===== config.mk =====
export PLATFORM = sky130hd
export DESIGN_NAME = baud_rate_counter
export DESIGN_NICKNAME = d
export VERILOG_FILES = /design/src/rtl/baud_rate_counter.sv
export SDC_FILE = /design/constraint.sdc
export NUM_CORES = 1
export LEC_CHECK = 0
export CELL_PAD_IN_SITES_DETAIL_PLACEMENT = 0
export CELL_PAD_IN_SITES_GLOBAL_PLACEMENT = 2
export CORE_ASPECT_RATIO = 0.9
export CORE_UTILIZATION = 35
export CTS_CLUSTER_DIAMETER = 150
export DETAILED_ROUTE_END_ITERATION = 16
export GPL_TIMING_DRIVEN = 0
export PLACE_DENSITY = 0.72
export SLEW_MARGIN = 40
export SYNTH_ARGS = -nofsm -noshare
export SYNTH_HDL_FRONTEND = slang
export SYNTH_SLANG_ARGS = --single-unit

===== constraint.sdc =====
create_clock -name clk -period 3.6 [get_ports clk]
set_clock_uncertainty 0.2 [all_clocks]
set_input_delay 1.08 -clock clk [delete_from_list [all_inputs] [get_ports clk]]
set_output_delay 1.08 -clock clk [all_outputs]
set_load 0.005 [all_outputs]

===== src/rtl/baud_rate_counter.sv =====
// -----------------------------------------------------------------------------
// baud_rate_counter
//
// Fractional clock divider producing the oversampled baud clock for the UART
// receiver. A phase accumulator advances by STEP = 2 * BAUD_RATE *
// SAMPLING_RATE every enabled clk edge. Each time it passes CLK_FREQ, `out`
// toggles. The result is an `out` clock whose long-term average frequency is
// exactly BAUD_RATE * SAMPLING_RATE Hz. Each half-period is floor or ceil of
// CLK_FREQ/STEP clk cycles.
//
// Ports:
//   clk   in   system clock; all state changes on its rising edge
//   rst_n in   asynchronous active-low reset (clears acc, out, tick)
//   en    in   count enable; low holds the block in its post-reset state
//   out   out  divided clock at BAUD_RATE*SAMPLING_RATE Hz, straight from a flop
//   tick  out  one-clk pulse coincident with each 0->1 transition of out
// -----------------------------------------------------------------------------
module baud_rate_counter #(
    parameter int CLK_FREQ      = 50_000_000,
    parameter int BAUD_RATE     = 115200,
    parameter int SAMPLING_RATE = 4
) (
    input  logic clk,
    input  logic rst_n,
    input  logic en,
    output logic out,
    output logic tick
);

    localparam int TARGET = BAUD_RATE * SAMPLING_RATE;
    localparam int STEP   = 2 * TARGET;
    localparam int ACC_W  = $clog2(CLK_FREQ + STEP) + 1;

    localparam logic [ACC_W-1:0] STEP_W = ACC_W'(STEP);
    localparam logic [ACC_W-1:0] CLK_W  = ACC_W'(CLK_FREQ);

    // Parameter sanity: a zero rate makes no sense, and a STEP above CLK_FREQ
    // would require more than one toggle per clk edge.
    if (SAMPLING_RATE < 1) begin : g_bad_sampling_rate
        $error("baud_rate_counter: SAMPLING_RATE must be >= 1");
    end
    if (BAUD_RATE < 1) begin : g_bad_baud_rate
        $error("baud_rate_counter: BAUD_RATE must be >= 1");
    end
    if (STEP > CLK_FREQ) begin : g_bad_step
        $error("baud_rate_counter: 2*BAUD_RATE*SAMPLING_RATE must not exceed CLK_FREQ");
    end

    // Phase accumulator; it always stays below CLK_FREQ.
    logic [ACC_W-1:0] acc;
    logic [ACC_W-1:0] sum;
    logic             wrap;

    // ACC_W has one spare bit over CLK_FREQ + STEP, so the sum never overflows.
    always_comb begin
        sum  = acc + STEP_W;
        wrap = (sum >= CLK_W);
    end

    always_ff @(posedge clk or negedge rst_n) begin
        if (!rst_n) begin
            acc  <= '0;
            out  <= 1'b0;
            tick <= 1'b0;
        end else if (!en) begin
            // Dropping en returns to the exact post-reset phase. This lets the
            // receiver re-align sampling to a start-bit edge.
            acc  <= '0;
            out  <= 1'b0;
            tick <= 1'b0;
        end else if (wrap) begin
            acc  <= sum - CLK_W;
            out  <= ~out;
            // tick fires only when out is about to rise.
            tick <= ~out;
        end else begin
            acc  <= sum;
            tick <= 1'b0;
        end
    end

endmodule


; ---- After elaboration in Yosys (flattened, before gate mapping)
; Index checks and enable logic that the tools add are counted.
[classes]
addsub = 2
order_cmp = 1
eq_ne = 1
n_mux = 6
bitwise_logic = 1
[ops]
columns = op, n
row1 = $mux W27, 2
row2 = $add A27 B20 Y27 const B, 1
row3 = $ge A27 B26 Y1 const B, 1
row4 = $sub A27 B26 Y27 const B, 1
row5 = $mux W1, 4
row6 = $ne A2 B1 Y1 const B, 1
row7 = $not A1 Y1, 1
[word_totals]
regBits = 29
input_bits = 3
out_inout_bits = 2
word_cells = 14

; ---- Logic depth before layout (Yosys ltp)
; Gate-level depths: netlist of the first run.
[logic_depth]
depth_word = 4
mapped_depth = 11

; ---- Worst setup path before layout of the first run
; OpenSTA, ideal clock, no wires.
[synth_path]
path_type = reg2reg
start = register acc[13]
end = register acc[24]
setup_ns = 0.094
arrival_time_ns = 2.375
required_ns = 3.306
setup_slack_ns = 0.931
path_stages_with_launch = 11
path_cell_list = dfrtp_1 > ha_1 > and4_1 > buf_4 > a21oi_1 > or3b_1 > a2111o_1 > a21oi_2 > buf_6 > o21ai_2 > a221oi_2
[synth_via]
elab_chain_len = 4
elab_cells_between_ends = 5
classes_between = add/sub (2) / order compare (1) / mux (2)
[synth_rtl]
columns = element, line_no
row1 = start: declaration, 50  ; logic [ACC_W-1:0] acc;
row2 = start signal: assignment, 72  ; acc <= sum - CLK_W;
row3 = start signal: assignment, 77  ; acc <= sum;
row4 = $add A27 B20 Y27 *, 56  ; sum = acc + STEP_W;
row5 = $sub A27 B26 Y27 / $ge A27 B26 Y1 (equally long branches), "72, 57"
row6 = $mux W27 *, 71  ; end else if (wrap) begin
row7 = $mux W27 *, 65  ; end else if (!en) begin
; Every way passes the cells marked *; elsewhere a longest branch is shown, timed or not.
; A chain may end at the register's enable or synchronous reset.

; ---- Worst setup path in the final report of the first run
[layout_path]
start = register acc[13]
end = register acc[12]
[layout_via]
elab_chain_len = 4
[layout_rtl]
columns = element, line_no
row1 = $add A27 B20 Y27, 56
row2 = $ge A27 B26 Y1, 57  ; wrap = (sum >= CLK_W);
row3 = $mux W27, 71
row4 = $mux W27, 65
; Every way passes these cells.

==> results of run 1 <==
-- routing by layer --
metal | track usage (%) | up-vias
met5 | 0 | -
met2 | 33.2 | 51
met3 | 2.36 | 4
met1 | 31.9 | 939
li1 | - | 963
met4 | 4.87 | 0
-- flip-flops by register name, summed over array words and instances, names as in the netlist --
register and cells:
acc 20, out 1, tick 1
-- area by class of cell --
type                            count  area, sq um  area share (%)
Clock inverter                      1         30.0            1.37
Multi-Input combinational cell    203         1340            60.9
Tap cell                           67         83.8            3.82
Timing Repair Buffer                4         35.0            1.60
Inverter                            7         26.3            1.20
Buffer                             17         90.1            4.11
Clock buffer                        3         41.3            1.88
Sequential cell                    22          551            25.1
-- worst max path at each step --
stage | from | endpoint | slack [ns]
CTS | acc[7] | acc[12] | 0.32
global placement | acc[13] | acc[12] | 0.26
finish | acc[13] | acc[12] | 0.30
global route | acc[7] | acc[12] | 0.02
detailed placement | acc[7] | acc[12] | 0.35
floorplan | acc[13] | acc[24] | 0.93
-- cell usage after synthesis, types with 2 or more instances --
cell,instances,area share [%]
dfrtp_1,22,27
nand2_1,21,3.9
nor2_1,19,3.6
a21oi_1,13,3.2
o21ai_0,12,3.0
nand3_1,11,2.7
o211ai_1,10,3.7
buf_2,9,2.2
nand4_1,8,2.5
xnor2_1,8,3.5
xor2_1,8,3.5
and3_1,7,2.2
inv_1,7,1.3
nand2b_1,7,2.2
nor3_1,7,1.7
a211oi_1,5,1.9
clkbuf_1,5,0.94
nor4_1,5,1.6
or3_1,5,1.6
a31oi_1,4,1.2
mux2i_1,4,2.0
o311ai_0,4,1.7
and2_1,3,0.94
ha_1,3,1.9
a2bb2oi_1,2,0.87
and4_1,2,0.87
buf_4,2,0.75
nor3b_1,2,0.75
nor4b_1,2,0.87
o2111ai_1,2,0.87
or4_1,2,0.75
-- kinds of logic (layout without fill, tap and decap cells) --
| group | count (synthesis) | after routing | share of synthesized area [%] |
|---|---|---|---|
| mux | 4 | 4 | 2.00 |
| buf+inv | 24 | 32 | 5.81 |
| compound gates | 70 | 70 | 25.3 |
| flops | 22 | 22 | 27.5 |
| fa+ha+maj | 3 | 3 | 1.87 |
| xor+xnor | 16 | 16 | 7.00 |
| simple gates | 110 | 110 | 30.5 |
-- metrics by stage --
step	total power [W]	area, sq um
floorplan	0.000713	2000
global route	0.00117	2190
detailed placement	0.000840	2120
finish	0.00109	2190
CTS	0.00109	2190
global placement	0.000858	2130
-- power by group --
group          internal [W]  switching (W)  leakage (nW)
sequential         0.000287      0.0000464         0.294
clock              0.000149      0.0000908        0.0357
combinational      0.000180       0.000333         0.490
total              0.000616       0.000470         0.820
-- worst max-delay path, cell delays in order (launching register included) --
cell	delay (ns)
dfrtp_1	0.48
ha_1	0.32
nand4_1	0.28
a21oi_1	0.42
xnor2_1	0.32
o211ai_2	0.29
a21oi_2	0.30
buf_2	0.30
nand2_1	0.07
o311ai_0	0.15
==> qor.csv, run 1 <==
stage,metric,value,unit
run_status,status,finished clean,
placement,number of I/O port buffers,4,
grt,first-pass GRT wire length,9670,microns
pwr,LEAKAGE,0.820,nW
clock_tree,TritonCTS Buffers,3,
timing,Final Hold Viols,0,
clock_tree,clock slew at reported path FFs,0.09,ns
timing,Tmin final,3.30,ns
timing,final setup margin,0.300,ns
cells_and_area,share of cells above drive strength 1,10.5,%
grt,largest net degree at the start of global routing,23,
clock_tree,Post CTS Setup Buffer Count,0,
routing,Routed WL per cell,18.2,microns
timing,final number of setup-violating endpoints,0,
routing,top layer in use,met4,
yosys,syn_nets,255,
yosys,mapped cell area,2000,sq um
routing,met1 wire length,3020,microns
floorplan,die area,6030,sq um
clock_tree,TritonCTS clock tree,built,
clock_tree,H-tree Lvls,1,
grt,GRT Resource Usage Total,21.6,%
floorplan,Die Width,81.7,microns
clock_tree,post-CTS resize count,0,
yosys,"EDFF count, synth",0,
timing,period utilization,91.7,%
worst_setup_path,CP endpoint kind,register,
cells_and_area,"commonest cells after routing, fill and taps aside","dfrtp_1 (22), nand2_1 (21), nor2_1 (19)",
timing,setup TNS,0,ns
floorplan,IO Pins,5,
worst_setup_path,FF-to-FF path depth,9,
worst_setup_path,CP Class,register to register,
routing,vias per cell,6.04,
worst_setup_path,Critical Path Start Type,register,
floorplan,effective utilization at floorplan,37.2,%
timing,Peak Freq,303,MHz
routing,antenna-violating nets left,0,
floorplan,height of the die,73.8,microns
cells_and_area,Final nets,264,
worst_setup_path,crit path max fanout,10,
clock_tree,clk root buf,clkbuf_8,
yosys,register area share after synthesis,27.5,%
timing,Worst Max-Slew Pin Slew,0.749,ns
cells_and_area,# fillers,567,
yosys,Ys Warns,0,
placement,DP Cell Count,320,
grt,GRT overflow,0,
worst_hold_path,Hold Crit Class,register to register,
placement,Place WS,0.354,ns
clock_tree,hold_buf cts,0,
routing,Post-route DRC,0,
yosys,"Avg Cell Area, Syn",8.04,sq um
floorplan,Core Area,5380,sq um
floorplan,row count,25,
routing,Via Count,1957,
clock_tree,# clock sinks,22,
cells_and_area,"commonest non-fill, non-tap cell in the layout",dfrtp_1,
clock_tree,Max Buffers Root-to-Sink,2,
routing,met2 WL post-DR,2640,microns
yosys,Yosys cell types,59,
yosys,Yosys reg bits,22,
routing,met3 wire length,193,microns
pwr,worst vdd ir,172,uV
worst_setup_path,Worst R2R End,acc[12],
worst_setup_path,Critical Path RT,3.51,ns
worst_setup_path,flop2flop setup slack,0.30,ns
placement,placer congestion estimate,0.759,
cells_and_area,final core utilization,40.8,%
grt,antenna violations before repair,0,
timing,final slew viol count,0,
pwr,power per cell area,495,nW/um^2
yosys,Synth Instances,249,
worst_hold_path,hold path depth,1,
routing,Initial DRC Count,107,
placement,detailed placement HPWL,4330,microns
timing,worst hold margin,0.292,ns
yosys,Most used DFF post-synth,dfrtp_1,
worst_hold_path,WHS Endpoint,tick,
routing,Post-Route WL,5900,microns
clock_tree,worst skew pair latency,0.27,ns
cells_and_area,synthesis-to-finish area growth,9.49,%
worst_hold_path,hold_sp,out,
yosys,Async SR Flop Fraction,100,%
worst_setup_path,Reg-to-Reg Start,acc[13],
routing,Pre-antenna DRT Iters,5,
cells_and_area,# diodes,0,
run,total of max-cap violations,0,
cells_and_area,Layout Cells excl Fill,324,
timing,RSZ-0062 raised after global routing,false,
worst_setup_path,Critical Path AT,3.21,ns
timing,Max-slew headroom,49.3,%
grt,vias in the first global route,1832,
Note: power is estimated with default switching activity, not from simulation.
==> run 2: changes to the inputs <==
- REMOVE_ABC_BUFFERS: not set -> 1
- clock period: 3.6 -> 3.1 ns (I/O delays scaled with it)
==> qor.csv, run 2 (synthesized netlist as in run 1, its figures left out) <==
stage,metric,value,unit
run_status,status,finished clean,
worst_setup_path,Critical Path Start Type,register,
clock_tree,TritonCTS clock tree,built,
worst_setup_path,Critical Path AT,2.98,ns
worst_hold_path,WHS Endpoint,tick,
grt,largest net degree at the start of global routing,32,
timing,Tmin final,2.96,ns
routing,antenna-violating nets left,0,
floorplan,row count,25,
grt,vias in the first global route,1803,
clock_tree,TritonCTS Buffers,3,
routing,Via Count,1910,
placement,detailed placement HPWL,3870,microns
clock_tree,H-tree Lvls,1,
timing,Final Hold Viols,0,
timing,Max-slew headroom,45.1,%
clock_tree,# clock sinks,22,
worst_hold_path,hold_sp,out,
grt,antenna violations before repair,0,
routing,Routed WL per cell,18.6,microns
timing,setup TNS,0,ns
worst_setup_path,"CP delay by family, top",compound AO/OA/AOI/OAI gates,
routing,Post-route DRC,0,
timing,final number of setup-violating endpoints,0,
cells_and_area,share of cells above drive strength 1,14.1,%
clock_tree,clk root buf,clkbuf_8,
timing,Worst Max-Slew Pin Slew,0.816,ns
worst_setup_path,crit-path cells,nand4_1 > o211ai_1 > a21oi_1 > o211ai_4 > a21oi_4 > buf_4 > or4_1 > nand3_1,
worst_setup_path,Worst R2R End,acc[15],
clock_tree,Max Buffers Root-to-Sink,2,
timing,Peak Freq,338,MHz
cells_and_area,final core utilization,41.8,%
floorplan,Die Width,81.7,microns
cells_and_area,synthesis-to-finish area growth,12.4,%
floorplan,IO Pins,5,
worst_setup_path,Buf/Inv on CP,1,
pwr,worst vdd ir,279,uV
grt,GRT overflow,0,
worst_setup_path,max incr delay on CP,0.57,ns
cells_and_area,max reg flops,20,
worst_setup_path,CP Class,register to register,
worst_setup_path,CP endpoint kind,register,
cells_and_area,"commonest cells after routing, fill and taps aside","nand2_1 (21), dfrtp_1 (20), nor2_1 (19)",
worst_setup_path,flop2flop setup slack,0.14,ns
worst_setup_path,crit path max fanout,11,
routing,Pre-antenna DRT Iters,4,
pwr,power per cell area,568,nW/um^2
floorplan,effective utilization at floorplan,37.2,%
run,total of max-cap violations,0,
clock_tree,hold_buf cts,0,
worst_setup_path,Critical Path RT,3.12,ns
worst_setup_path,Reg-to-Reg Start,acc[15],
routing,Initial DRC Count,113,
floorplan,height of the die,73.8,microns
timing,final setup margin,0.141,ns
placement,Place WS,-0.303,ns
placement,number of I/O port buffers,4,
grt,GRT Resource Usage Total,21.4,%
floorplan,Core Area,5380,sq um
placement,dpl cell area,2040,sq um
cells_and_area,# diodes,0,
cells_and_area,"commonest non-fill, non-tap cell in the layout",nand2_1,
worst_setup_path,FF-to-FF path depth,8,
cells_and_area,final instance area,2250,sq um
floorplan,die area,6030,sq um
worst_hold_path,Hold Crit Class,register to register,
cells_and_area,Top reg by flops,acc,
timing,period utilization,95.5,%
cells_and_area,Regs by FF count,"acc (20), out (1), tick (1)",
clock_tree,clock slew at reported path FFs,0.10,ns
clock_tree,worst skew pair latency,0.28,ns
pwr,LEAKAGE,0.802,nW
worst_hold_path,hold path depth,1,
worst_setup_path,Slowest cell on crit path,dfrtp_1,
cells_and_area,Final nets,255,
routing,vias per cell,6.06,
grt,first-pass GRT wire length,9650,microns
timing,final slew viol count,0,
placement,placer congestion estimate,0.821,
routing,Post-Route WL,5850,microns
-- run 2: cell types whose count changed in the layout (fill, tap and decap cells not counted), sizes merged --
cell	delta
clkbuf	-5
a21oi	+1
clkdlybuf4s50	-1
buf	-4
-- run 2: cell type report --
cell class	count	area, sq um
flip-flops and latches	22	553
inverters	7	26.3
clock inverters	1	30.0
repair buffers	11	82.6
fillers	567	3130
clock buffers	3	41.3
multi-input cells	204	1430
well taps	67	83.8
-- run 2: metal layers --
layer | part of all wire (%) | global-route usage (%) | vias to the layer above
li1 | - | - | 942
met1 | 55 | 33.1 | 939
met2 | 42 | 31.9 | 27
met3 | 2.6 | 3.35 | 2
met4 | 0.31 | 2.34 | 0
met5 | 0 | 0 | -
-- run 2: worst max path at each step --
stage | from | endpoint | slack [ns] | depth (start not counted)
after floorplan | acc[12] | acc[20] | 0.12 | 8
after global placement | acc[12] | acc[22] | -0.67 | 8
after detailed placement | acc[12] | acc[22] | -0.30 | 8
after CTS | acc[12] | acc[10] | 0.005 | 8
after global routing | acc[15] | acc[15] | -0.002 | 8
final | acc[15] | acc[15] | 0.14 | 8
-- run 2: worst reg2reg max path, stage by stage (launching register included) --
cell	delay, ns
dfrtp_1	0.57
nand4_1	0.41
o211ai_1	0.35
a21oi_1	0.18
o211ai_4	0.41
a21oi_4	0.07
buf_4	0.19
or4_1	0.47
nand3_1	0.07
-- run 2: power breakdown --
| part | leakage, nW | internal, W | switching [W] |
|---|---|---|---|
| Clock | 0.0357 | 0.000173 | 0.000115 |
| Sequential | 0.292 | 0.000334 | 0.000131 |
| Combinational | 0.475 | 0.000199 | 0.000326 |
| Total | 0.802 | 0.000706 | 0.000572 |
-- run 2: metrics by stage --
step	total power, W	std cells	hold WS [ns]
2_1_floorplan	0.000799	232	0.268
3_3_place_gp	0.000958	303	0.280
3_5_place_dp	0.000948	304	0.281
4_1_cts	0.00125	312	0.301
5_1_grt	0.00138	315	0.319
6_report	0.00128	315	0.289
-- run 2: timing repair --
item                       CTS  global route
setup buffers                3             3
gates resized for setup      5            12
pin swaps                    0             1
setup endpoints to repair   16            22
gates cloned                 1             0
